**src/rtl/imem_fetch_if.sv**
```systemverilog
// Program-load port of imem_fetch: valid/ready handshake carrying one word address and data.
interface imem_fetch_if;
  logic        prog_valid;
  logic        prog_ready;
  logic [3:0]  prog_addr;
  logic [15:0] prog_data;

  modport master (
    output prog_valid,
    output prog_addr,
    output prog_data,
    input  prog_ready
  );

  modport slave (
    input  prog_valid,
    input  prog_addr,
    input  prog_data,
    output prog_ready
  );
endinterface

```
**src/rtl/imem_fetch.sv**
```systemverilog
// imem_fetch: 16 x 16-bit instruction memory with LOAD/RUN fetch control for the 4-bit CPU.
// Defining IMEM_HALT_EN adds a HALT state entered when 16'hFFFF is fetched in RUN.
module imem_fetch (
  input  logic        clk,
  input  logic        rst_n,
  imem_fetch_if.slave prog,
  input  logic        run,
  input  logic [3:0]  PC_CURR,
  output logic [15:0] INS,
  output logic        set_pc,
  output logic [4:0]  load_cnt,
  output logic        halted
);

  typedef enum logic [1:0] {
    ST_LOAD = 2'd0,
    ST_RUN  = 2'd1,
    ST_HALT = 2'd2
  } state_t;

`ifdef IMEM_HALT_EN
  localparam logic [15:0] HALT_WORD = 16'hFFFF;
`endif
  localparam logic [4:0] CNT_MAX = 5'd16;

  state_t      state_r;
  state_t      state_nxt_s;
  logic [15:0] mem_r [16];
  logic [4:0]  load_cnt_r;
  logic [15:0] ins_s;
  logic        wr_en_s;
  logic        enter_load_s;

  // Memory is only writable while loading; RUN and HALT ignore prog_valid.
  assign wr_en_s      = (state_r == ST_LOAD) && prog.prog_valid;
  assign enter_load_s = (state_r != ST_LOAD) && (state_nxt_s == ST_LOAD);

  // State register.
  always_ff @(posedge clk) begin
    if (!rst_n) begin
      state_r <= ST_LOAD;
    end else begin
      state_r <= state_nxt_s;
    end
  end

  // Next-state decode; a low run always wins over the halt word.
  always_comb begin
    state_nxt_s = state_r;
    case (state_r)
      ST_LOAD: begin
        if (run) begin
          state_nxt_s = ST_RUN;
        end else begin
          state_nxt_s = ST_LOAD;
        end
      end
      ST_RUN: begin
        if (!run) begin
          state_nxt_s = ST_LOAD;
`ifdef IMEM_HALT_EN
        end else if (ins_s == HALT_WORD) begin
          state_nxt_s = ST_HALT;
`endif
        end else begin
          state_nxt_s = ST_RUN;
        end
      end
      ST_HALT: begin
`ifdef IMEM_HALT_EN
        if (run) begin
          state_nxt_s = ST_HALT;
        end else begin
          state_nxt_s = ST_LOAD;
        end
`else
        state_nxt_s = ST_LOAD;
`endif
      end
      default: begin
        state_nxt_s = ST_LOAD;
      end
    endcase
  end

  // Program storage; reset clears every word.
  always_ff @(posedge clk) begin
    if (!rst_n) begin
      for (int i = 0; i < 16; i++) begin
        mem_r[i] <= 16'h0000;
      end
    end else if (wr_en_s) begin
      mem_r[prog.prog_addr] <= prog.prog_data;
    end else begin
      mem_r <= mem_r;
    end
  end

  // Accepted-word counter: saturates at 16, cleared whenever LOAD is re-entered.
  always_ff @(posedge clk) begin
    if (!rst_n) begin
      load_cnt_r <= 5'd0;
    end else if (enter_load_s) begin
      load_cnt_r <= 5'd0;
    end else if (wr_en_s && (load_cnt_r != CNT_MAX)) begin
      load_cnt_r <= load_cnt_r + 5'd1;
    end else begin
      load_cnt_r <= load_cnt_r;
    end
  end

  // Asynchronous fetch: the PC consumes INS in the same cycle it presents PC_CURR.
  always_comb begin
    ins_s = 16'h0000;
    if (state_r == ST_RUN) begin
      ins_s = mem_r[PC_CURR];
    end else begin
      ins_s = 16'h0000;
    end
  end

  assign INS             = ins_s;
  assign prog.prog_ready = (state_r == ST_LOAD);
  assign set_pc          = (state_r != ST_RUN);
  assign load_cnt        = load_cnt_r;
`ifdef IMEM_HALT_EN
  assign halted          = (state_r == ST_HALT);
`else
  assign halted          = 1'b0;
`endif

endmodule
```
**src/flat_wrapper.sv**
```systemverilog
// flat-port wrapper written by rule: the top's interface ports become plain ports
module imem_fetch_flat 
  (clk, rst_n, run, PC_CURR, INS, set_pc, load_cnt, halted, prog_prog_valid, prog_prog_addr, prog_prog_data, prog_prog_ready);
  imem_fetch_if prog_i ();
  input  logic clk;
  input  logic rst_n;
  input  logic run;
  input  logic [3:0] PC_CURR;
  output logic [15:0] INS;
  output logic set_pc;
  output logic [4:0] load_cnt;
  output logic halted;
  input wire logic [$bits(prog_i.prog_valid)-1:0] prog_prog_valid;
  input wire logic [$bits(prog_i.prog_addr)-1:0] prog_prog_addr;
  input wire logic [$bits(prog_i.prog_data)-1:0] prog_prog_data;
  output wire logic [$bits(prog_i.prog_ready)-1:0] prog_prog_ready;
  assign prog_i.prog_valid = prog_prog_valid;
  assign prog_i.prog_addr = prog_prog_addr;
  assign prog_i.prog_data = prog_prog_data;
  assign prog_prog_ready = prog_i.prog_ready;
  imem_fetch u_core (.clk(clk), .rst_n(rst_n), .prog(prog_i), .run(run), .PC_CURR(PC_CURR), .INS(INS), .set_pc(set_pc), .load_cnt(load_cnt), .halted(halted));
endmodule
```
**config.mk**
```make
export PLATFORM = sky130hd
export DESIGN_NAME = imem_fetch_flat
export DESIGN_NICKNAME = d
export VERILOG_FILES = /design/src/rtl/imem_fetch_if.sv /design/src/rtl/imem_fetch.sv /design/src/flat_wrapper.sv
export SDC_FILE = /design/constraint.sdc
export NUM_CORES = 1
export LEC_CHECK = 0
export ABC_AREA = 1
export CAP_MARGIN = 0
export CORE_ASPECT_RATIO = 0.75
export CORE_MARGIN = 1.5
export CORE_UTILIZATION = 35
export CTS_BUF_LIST = sky130_fd_sc_hd__clkbuf_16
export CTS_CLUSTER_DIAMETER = 40
export DETAILED_ROUTE_END_ITERATION = 8
export GPL_TIMING_DRIVEN = 0
export HOLD_SLACK_MARGIN = 0.06
export PLACE_DENSITY = 0.47
export RECOVER_POWER = 100
export SYNTH_ARGS = -nofsm -noshare
export SYNTH_HDL_FRONTEND = slang
export SYNTH_SLANG_ARGS = --single-unit
```
**constraint.sdc**
```tcl
create_clock -name clk -period 3.6 [get_ports clk]
set_input_delay 0.36 -clock clk [delete_from_list [all_inputs] [get_ports clk]]
set_output_delay 0.36 -clock clk [all_outputs]
set_load 0.03 [all_outputs]
```
## Word level (Yosys, flattened, before mapping)

Cells that the tools add are included.
W data, S select, Z words.

| operators by class | value |
|---|---|
| add/sub/neg operators | 1 |
| magnitude comparators | 3 |
| equality and inequality tests | 3 |
| mux-type cells | 9 |
| bitwise logic cells | 3 |
| reductions and logical operators | 9 |

Operator list:

| kind | count |
|---|---|
| $bwmux W256 | 1 |
| $bmux W16 S4 | 1 |
| $demux W16 S4 | 1 |
| $mux W16 | 4 |
| $ge A5 B5 Y1 const B | 2 |
| $not A4 Y5 | 2 |
| $add A5 B1 Y5 const B | 1 |
| $lt A5 B1 Y1 const B | 1 |
| $ne A5 B5 Y1 const B | 1 |
| $logic_and A1 B1 Y1 | 4 |
| $logic_not A2 Y1 | 2 |
| $reduce_or A2 Y1 | 2 |
| $eq A2 B1 Y1 const B | 1 |
| $mux W2 | 1 |
| $ne A2 B1 Y1 const B | 1 |
| $reduce_bool A2 Y1 | 1 |
| $mux W1 | 1 |
| $not A1 Y1 | 1 |

| word-level totals | value |
|---|---|
| register bits | 263 |
| logic and storage cells | 46 |

## Logic depth before layout (Yosys ltp)

Gate-level depths: netlist (run 1).

| depth | value |
|---|---|
| depth in word-level cells | 6 |
| mapped depth | 9 |
| gate-level depth less buffers | 7 |

## Worst setup path before layout (run 1)

OpenSTA, ideal clock, no wires.

| timing path | value |
|---|---|
| path type | in2out |
| start point | input port PC_CURR[1] |
| end point | output port INS[11] |
| data arrival time | 1685 ps |
| required time | 3240 ps |
| slack | 1555 ps |
| cell stages on the path | 8 |
| path buffers | 3 |
| cell sequence | clkbuf_1 inv_1 buf_2 buf_2 nand3_1 nand3_1 nand3_1 a21oi_1 |

| between the ends | value |
|---|---|
| cells in the longest elaborated chain, start to end | 5 |

RTL lines:

| item | RTL line | source |
|---|---|---|
| start, declared | flat_wrapper.sv:8 | `input logic [3:0] PC_CURR;` |
| $not A4 Y5 (implied by the code) | imem_fetch.sv:116 | `ins_s = mem_r[PC_CURR];` |
| $bmux W16 S4 | imem_fetch.sv:116 |  |
| $mux W16 (implied by the code) (2 in a row) | imem_fetch.sv:116 |  |
| $mux W16 | imem_fetch.sv:115 | `if (state_r == ST_RUN) begin` |
| end, declared | flat_wrapper.sv:9 | `output logic [15:0] INS;` |

No other way between the ends. The select of a mux whose other input is x is not followed.

## Final worst setup path (run 1)

| timing path | value |
|---|---|
| start point | input port PC_CURR[1] |
| end point | output port INS[5] |

The elaborated chain is that of the path after synthesis.

==> qor.txt, run 1 <==
Status = complete, but fails checks
Violations in the final reports = capacitance limit, slew limit
Worst IR Drop VDD = 363 µV
Max Cap Violations = 1
Total Wirelength = 50500 µm
Worst-path clk slew = 50 ps
Post-Syn Area = 0.0118 mm²
1st-iter DRT viols = 1550
GRT Total Usage = 28.9%
Maximum clock rate = 289 MHz
Crit Reg-Reg Startpoint = u_core.state_r[0]
Leak = 5.52 nW
Sequential area share after synthesis = 44.3%
Final Hold Fails = 0
I/O pin total = 52
Worst Hold Class = primary input to register
Routed vias/inst = 5.27
CTS Hold Buffers Added = 0
Setup-failing EPs final = 0
Initial Util = 35.5%
Nets = 1878
Layout Skew = 8.30 ps
Number of antenna violations at the first check in global routing = 1
Synth unique cells = 23
Avg WL per Cell = 21.7 µm
Pwr/cell area = 558 mW/mm²
Post-DP HPWL = 36600 µm
Critical path startpoint category = primary input
CP Class = primary input to output port
Routed via count = 12300
GRT overflow = 0
Overall Power = 7.97 mW
Unrepaired setup endpoints after global routing = no
Post-cts resize count = 0
Root buffer cell = clkbuf_16
Final Util = 42.8%
DIE AREA = 0.0350 mm²
Pin count of the biggest net entering global routing = 12
Post-CTS Setup Inserts = 0
Sum Neg Setup Slack = 0 ps
Share of cells above drive strength 1 = 4.68%
Slew HR = -16.9%
Total CTS buffers = 41
Die H = 162 µm
CP Capture Type = output port
Die Wd = 215 µm
FILL cells = 3646
Placed instance area = 0.0129 mm²
Final period util = 96.2%
Post-layout minimum cycle time = 3460 ps
Htree depth = 2
Area growth syn-to-layout = 20.6%
Clk Latency, worst-skew pair = 540 ps
FF+latch count, synth = 262
YS warnings = 0
Number of port buffers = 46
Row count = 58
Post-Layout Inst Area = 0.0143 mm²
Syn avg cell area = 6.73 µm²
Placer Congestion = 0.989
Crit path max fanout = 10
Core Area = 0.0334 mm²
Slew Viols, Final = 9
TritonCTS clock tree = yes
Drt first pass iters = 5
First-pass GRT wire length = 74000 µm
Arrival @ worst endpoint = 3100 ps
Synthesized netlist net count = 1789
Clock buffer depth = 3
CTS sink cnt = 262
Post-route ant nets = 0
CP required = 3240 ps
Cell count after synthesis = 1759
Min-delay src = run
CP Launch Point = PC_CURR[1]
Drt drc = 0
Tightest Pin Transition = 1740 ps
Vias in the first global route = 11200
-- final cells by class --
cell class / instances / area (µm²) / share of cell area, %
Sequential cell: 262 / 5250 / 36.7
Multi-Input combinational cell: 1120 / 5120 / 35.8
Clock buffer: 43 / 1080 / 7.53
Inverter: 234 / 878 / 6.15
Tap cell: 450 / 563 / 3.94
Buffer: 143 / 558 / 3.91
Timing Repair Buffer: 46 / 460 / 3.22
Clock inverter: 32 / 382 / 2.67
Antenna cell: 1 / 2.50 / 0.0175
-- layout by cell type, fill, tap and decap left out --
cell,synthesis,final
a21oi_1,228,228
and3_1,1,1
buf_1,12,8
buf_2,12,10
buf_4,3,2
bufinv_16,0,7
clkbuf_1,115,122
clkbuf_16,0,43
clkbuf_2,1,1
clkdlybuf4s50_1,0,26
clkinv_1,1,2
clkinv_2,0,5
clkinv_4,0,3
clkinvlp_4,0,11
conb_1,1,1
dfxtp_1,262,262
diode_2,0,1
dlygate4sd3_1,0,20
ha_1,2,2
inv_1,228,232
inv_2,5,3
inv_6,0,3
nand2_1,278,279
nand3_1,179,179
nand4_1,4,4
nor2_1,128,128
nor3_1,1,4
nor4_1,0,1
o21ai_0,292,292
xnor2_1,1,1
-- cell usage after synthesis --
library cell | n | area share [%]
a21oi_1 | 228 | 9.6
ha_1 | 2 | 0.21
conb_1 | 1 | 0.032
clkbuf_2 | 1 | 0.042
dfxtp_1 | 262 | 44
buf_1 | 12 | 0.38
nor4_4 | 1 | 0.18
clkinv_1 | 1 | 0.032
clkbuf_1 | 115 | 3.6
xnor2_1 | 1 | 0.074
nand2_1 | 278 | 8.8
nor3_1 | 1 | 0.042
nor2_1 | 128 | 4.1
and3_1 | 1 | 0.053
inv_1 | 228 | 7.2
nand4_1 | 4 | 0.21
nand2_2 | 1 | 0.053
buf_2 | 12 | 0.51
o21ai_0 | 292 | 12
nand3_1 | 179 | 7.6
inv_2 | 5 | 0.16
nor3_2 | 3 | 0.25
buf_4 | 3 | 0.19
-- kinds of logic (layout without fill, tap and decap cells) --
group | after synthesis | count (layout) | share of synthesized area [%]
compound gates | 520 | 520 | 22.0
xor+xnor | 1 | 1 | 0.0740
fa+ha+maj | 2 | 2 | 0.211
buf+inv | 377 | 498 | 12.2
flops | 262 | 262 | 44.3
other cells | 1 | 2 | 0.0317
simple gates | 596 | 596 | 21.2
-- power breakdown --
| part | internal (mW) | switching [mW] |
|---|---|---|
| sequential | 2.96 | 0.0172 |
| combinational | 0.192 | 0.557 |
| clock | 2.69 | 1.56 |
| total | 5.84 | 2.13 |
-- stage by stage --
step,setup slack [ps],hold slack (ps),cells
2_1_floorplan,1560,424,1759
3_3_place_gp,215,433,2255
3_5_place_dp,221,440,2255
4_1_cts,214,345,2330
5_1_grt,96.2,391,2330
6_report,136,362,2331
-- sequential cells by signal, indices dropped and copies added, names as in the netlist --
name and flops:
u_core.mem_r 256, u_core.state_r 1, u_core.load_cnt 5
-- per-layer routing --
layer / part of all wire [%] / up-vias / GRT usage (%) / routed length [µm]
li1: - / 5886 / - / -
met1: 48 / 5823 / 44.2 / 24400
met2: 40 / 491 / 40.9 / 20300
met3: 8.5 / 93 / 4.68 / 4310
met4: 2.9 / 2 / 9.35 / 1460
met5: 0.026 / - / 0 / 13
-- worst paths after layout --
check / endpoint / cells past startpoint / slack [ps]
worst max register to register: u_core.mem_r[43] / 7 / 430
worst min register to register: u_core.mem_r[89] / 2 / 450
worst min-delay path: u_core.state_r[0] / 3 / 360
worst max-delay path: INS[5] / 7 / 140
-- worst max-delay path: stages --
cell and delay [ps]:
clkbuf_1 520, clkbuf_1 620, nand3_1 210, nand3_1 210, nand3_1 160, a21oi_1 240, dlygate4sd3_1 770
Power figures use the tool's default switching activity.
==> run 2: changes to the inputs <==
--- a/config.mk
+++ b/config.mk
@@ -15,6 +15,7 @@
 export DETAILED_ROUTE_END_ITERATION = 8
 export GPL_TIMING_DRIVEN = 0
 export HOLD_SLACK_MARGIN = 0.06
+export MAX_ROUTING_LAYER = met4
 export PLACE_DENSITY = 0.47
 export RECOVER_POWER = 100
 export SYNTH_ARGS = -nofsm -noshare
==> run 2 against run 1 <==
Against the previous run: the flow still finishes with violations (capacitance limit, slew limit); via count shrank 0.81%; routed wire length grew 0.15%; total power shrank 1.9%; critical path depth is the same; utilization shrank 0.14 points; largest power group unchanged; global-route usage grew 0.81 points; worst hold slack gained 16 ps; critical path type unchanged; die area is the same; maximum frequency shrank 3.0%; register-to-register slack is essentially flat; first-iteration DRC count shrank 10%.
==> qor.txt, run 2 (synthesized netlist as in run 1, its figures left out) <==
Tightest Pin Transition = 1730 ps
Core Area = 0.0334 mm²
GRT overflow = 0
Reg2Reg Depth = 7
Worst R2R Setup Slack = 440 ps
Placer Congestion = 0.972
FILL cells = 3654
Sw frac = 26.5%
NetSw = 2.07 mW
Clk Latency, worst-skew pair = 540 ps
Final Util = 42.7%
1st-iter DRT viols = 1392
Number of antenna violations at the first check in global routing = 0
DIE AREA = 0.0350 mm²
Clock buffer depth = 3
Internal power = 5.75 mW
Commonest cells after routing, fill and taps aside = 292 x o21ai_0, 279 x nand2_1, 262 x dfxtp_1
Share of cells above drive strength 1 = 4.36%
Post-DP HPWL = 36800 µm
Post-CTS Setup Inserts = 0
Pwr/cell area = 549 mW/mm²
Violations in the final reports = capacitance limit, slew limit
Clock power frac = 52.4%
Slew HR = -16.4%
First-pass GRT wire length = 73800 µm
Area growth syn-to-layout = 20.3%
Unrepaired setup endpoints after global routing = no
Drt drc = 0
Worst flop-to-flop path endpoint = u_core.mem_r[38]
Crit path max fanout = 10
Htree depth = 2
Placed instance area = 0.0129 mm²
GRT Total Usage = 29.7%
Status = complete, but fails checks
Total Wirelength = 50600 µm
Worst Hold Class = primary input to register
Worst path slowest cell = dlygate4sd3_1
CP dominant cell by count = nand3_1
Avg WL per Cell = 21.7 µm
TritonCTS clock tree = yes
Vias in the first global route = 11200
Post-route ant nets = 0
Maximum clock rate = 280 MHz
Max Cap Violations = 1
Sequential Power Share = 38.0%
Gate power share = 9.6%
Setup-failing EPs final = 0
Total CTS buffers = 42
Nets = 1879
CP max stage delay = 770 ps
I/O pin total = 52
Slew Viols, Final = 9
Sum Neg Setup Slack = 0 ps
Pin count of the biggest net entering global routing = 12
Arrival @ worst endpoint = 3210 ps
Buf/Inv on CP = 3
Final Hold Fails = 0
Routed vias/inst = 5.23
Post-Layout Cell Count = 2333
Hold path depth = 3
Top reg by flops = u_core.mem_r
CP Capture Type = output port
Final period util = 99.2%
Leak = 5.53 nW
CTS sink cnt = 262
Largest register FFs = 256
Initial Util = 35.5%
CP required = 3240 ps
Post-layout minimum cycle time = 3570 ps
Post-cts resize count = 0
Family with the most delay on the worst path = buffers and inverters
Worst-path cell chain = clkbuf_1 -> clkbuf_1 -> nand3_1 -> nand3_1 -> nand3_1 -> a21oi_1 -> dlygate4sd3_1
Critical path startpoint category = primary input
Min-Delay Endpoint = u_core.state_r[0]
Routed via count = 12200
Root buffer cell = clkbuf_16
Placed Cells incl. Taps = 2255
Drt first pass iters = 6
Layout Skew = 13.5 ps
Most common cell after layout, fill and taps aside = o21ai_0
Number of port buffers = 46
Die H = 162 µm
CP Class = primary input to output port
Row count = 58
Post-Layout Inst Area = 0.0142 mm²
Crit Reg-Reg Startpoint = u_core.state_r[0]
CTS Hold Buffers Added = 0
Worst-path clk slew = 50 ps
Hold slack = 378 ps
Min-delay src = run
Die Wd = 215 µm
Worst IR Drop VDD = 315 µV
## run 2: changes by cell type in the layout (fill, tap and decap cells not counted), sizes merged
cell / delta
dlygate4sd3: -1
clkdlybuf4s50: +1
inv: +4
clkinvlp: -4
bufinv: -1
clkinv: +3
## run 2: routing by layer
metal	share of wire (%)	up-vias	global-route usage, %
met5	0	-	-
met1	48	5777	43.4
met4	2.4	0	8.11
li1	-	5867	-
met3	8.9	83	6.44
met2	40	469	40.8
## run 2: how the worst max path moves through the flow
stage	from	end	depth (start not counted)	slack, ps
6_report	PC_CURR[1]	INS[14]	7	30
4_1_cts	PC_CURR[1]	INS[14]	7	190
3_3_place_gp	PC_CURR[1]	INS[5]	7	220
2_1_floorplan	PC_CURR[1]	INS[11]	8	1560
5_1_grt	PC_CURR[1]	INS[7]	7	70
3_5_place_dp	PC_CURR[1]	INS[14]	7	200
## run 2: through the flow
step           setup slack, ps  power [mW]
2_1_floorplan             1560        3.44
5_1_grt                   70.4        8.07
3_5_place_dp               199        3.77
4_1_cts                    192        7.86
3_3_place_gp               221        3.77
6_report                  27.9        7.82
## run 2: final cells by class
class / instances / area [µm²] / area share (%)
clock inverter: 34 / 335 / 2.35
multi-input combinational: 1120 / 5120 / 36.0
sequential: 262 / 5250 / 36.8
tap: 450 / 563 / 3.95
buffer: 143 / 558 / 3.92
timing repair buffer: 46 / 460 / 3.23
clock buffer: 43 / 1080 / 7.56
antenna: 1 / 2.50 / 0.0176
inverter: 234 / 878 / 6.17
## run 2: worst reg2reg max path, stage by stage (launching register included)
cell and delay (ps):
dfxtp_1 300, inv_1 350, nand2_1 230, nor4_1 1350
inv_2 270, clkbuf_1 340, nor2_1 150, nor2_1 70
## run 2: power by group through the flow
stage / registers (mW) / logic [mW] / clock network, mW
global route: 2.98 / 0.808 / 4.28
detailed placement: 3.04 / 0.737 / 0
global placement: 3.03 / 0.736 / 0
finish: 2.98 / 0.751 / 4.09
CTS: 2.97 / 0.738 / 4.15
floorplan: 3.04 / 0.405 / 0
==> run 3: changes to the inputs <==
--- a/config.mk
+++ b/config.mk
@@ -7,6 +7,8 @@
 export LEC_CHECK = 0
 export ABC_AREA = 1
 export CAP_MARGIN = 0
+export CELL_PAD_IN_SITES_DETAIL_PLACEMENT = 0
+export CELL_PAD_IN_SITES_GLOBAL_PLACEMENT = 1
 export CORE_ASPECT_RATIO = 0.75
 export CORE_MARGIN = 1.5
 export CORE_UTILIZATION = 35
@@ -16,7 +18,7 @@
 export GPL_TIMING_DRIVEN = 0
 export HOLD_SLACK_MARGIN = 0.06
 export MAX_ROUTING_LAYER = met4
-export PLACE_DENSITY = 0.47
+export PLACE_DENSITY = 0.62
 export RECOVER_POWER = 100
 export SYNTH_ARGS = -nofsm -noshare
 export SYNTH_HDL_FRONTEND = slang
==> run 3 against run 2 <==
Against the previous run: the flow still finishes with violations (capacitance limit, slew limit); design area rose by 0.35%; register-to-register slack improved by 20 ps; utilization increased by 0.15 points; first-iteration DRC count shrank 9.2%; global-route usage up 1.2 points; largest cell class unchanged.
==> qor.txt, run 3 (synthesized netlist as in run 1, its figures left out) <==
Status = complete, but fails checks
Violations in the final reports = capacitance limit, slew limit
Core Area = 0.0334 mm²
Final Hold Fails = 0
Htree depth = 2
Placer Congestion = 1.01
Routed vias/inst = 5.24
DIE AREA = 0.0350 mm²
Share of cells above drive strength 1 = 4.41%
Final period util = 99.4%
Total CTS buffers = 42
CP max stage delay = 730 ps
1st-iter DRT viols = 1264
CTS sink cnt = 262
Placed instance area = 0.0129 mm²
Clk Latency, worst-skew pair = 550 ps
Vias in the first global route = 11300
Number of port buffers = 46
Worst Hold Class = primary input to register
Post-cts resize count = 0
Max Cap Violations = 1
Buf/Inv on CP = 3
Avg WL per Cell = 22.4 µm
Layout Skew = 10.6 ps
Sum Neg Setup Slack = 0 ps
CP Class = primary input to output port
Nets = 1879
Post-route ant nets = 0
Area growth syn-to-layout = 20.7%
NetSw = 2.10 mW
Worst IR Drop VDD = 283 µV
Most common cell after layout, fill and taps aside = o21ai_0
Leak = 5.54 nW
Initial Util = 35.5%
I/O pin total = 52
Worst R2R Setup Slack = 460 ps
Unrepaired setup endpoints after global routing = no
Commonest cells after routing, fill and taps aside = 292 x o21ai_0, 279 x nand2_1, 262 x dfxtp_1
Clock buffer depth = 3
Top reg by flops = u_core.mem_r
GRT Total Usage = 31.0%
Hold path depth = 3
Maximum clock rate = 280 MHz
GRT overflow = 0
Drt drc = 0
Pin count of the biggest net entering global routing = 12
Worst-path cell chain = clkbuf_1 -> clkbuf_1 -> nand3_1 -> nand3_1 -> nand3_1 -> a21oi_1 -> clkdlybuf4s50_1
Arrival @ worst endpoint = 3220 ps
Die Wd = 215 µm
Post-Layout Inst Area = 0.0143 mm²
Pwr/cell area = 559 mW/mm²
Row count = 58
Die H = 162 µm
Worst-path clk slew = 50 ps
Gate power share = 9.5%
Critical path startpoint category = primary input
Worst path depth = 7
Post-CTS Setup Inserts = 0
Post-layout minimum cycle time = 3580 ps
Number of antenna violations at the first check in global routing = 4
CP Capture Type = output port
Internal power = 5.89 mW
Slew Viols, Final = 9
Worst path slowest cell = clkdlybuf4s50_1
Tightest Pin Transition = 1650 ps
Routed via count = 12200
Clock power frac = 53.2%
Sw frac = 26.3%
Sequential Power Share = 37.2%
Family with the most delay on the worst path = buffers and inverters
Slew HR = -11.1%
Post-DP HPWL = 37800 µm
Total Wirelength = 52300 µm
CP required = 3240 ps
Drt first pass iters = 5
Largest register FFs = 256
Setup-failing EPs final = 0
TritonCTS clock tree = yes
CTS Hold Buffers Added = 0
Reg2Reg Depth = 7
CP dominant cell by count = nand3_1
Root buffer cell = clkbuf_16
Crit path max fanout = 10
First-pass GRT wire length = 76100 µm
-- run 3: worst register-to-register path: stages, from the launching register on --
cell      delay (ps)
dfxtp_1          290
inv_1            370
nand2_1          240
nor4_1          1290
inv_2            280
clkbuf_1         340
nor2_1           160
nor2_1            60
-- run 3: power groups by stage --
stage	sequential, mW	combinational (mW)	clock (mW)
after floorplan	3.04	0.405	0
after global placement	3.03	0.748	0
after detailed placement	3.04	0.750	0
after CTS	2.97	0.752	4.31
after global routing	2.98	0.822	4.44
final	2.98	0.762	4.25
-- run 3: final cells by class --
| cell class | instances | area (µm²) |
|---|---|---|
| clock inverter | 34 | 377 |
| inverter | 234 | 878 |
| multi-input combinational | 1120 | 5120 |
| fill | 3631 | 19100 |
| buffer | 143 | 562 |
| timing repair buffer | 46 | 460 |
| sequential | 262 | 5250 |
| antenna | 3 | 7.51 |
| clock buffer | 43 | 1080 |
| tap | 450 | 563 |
-- run 3: worst paths after layout --
path | from | end
hold / removal | run | u_core.state_r[0]
setup / recovery | PC_CURR[1] | INS[1]
setup reg to reg | u_core.state_r[0] | u_core.mem_r[38]
hold reg to reg | u_core.mem_r[84] | u_core.mem_r[84]
-- run 3: routing by layer --
metal	track usage [%]	wire length (µm)
met2	41.1	20500
met5	-	0
met3	6.52	5060
met4	10.8	1680
met1	45.5	25000
-- run 3: stage by stage --
stage          hold slack (ps)  cells  total power [mW]  util (%)  setup slack [ps]
2_1_floorplan              424   1759              3.44         -              1560
3_3_place_gp               434   2255              3.78      38.5               153
3_5_place_dp               437   2255              3.79      38.5               154
4_1_cts                    338   2332              8.03      42.9               149
5_1_grt                    403   2332              8.24      42.8              49.3
6_report                   367   2335              7.99      42.8              22.3
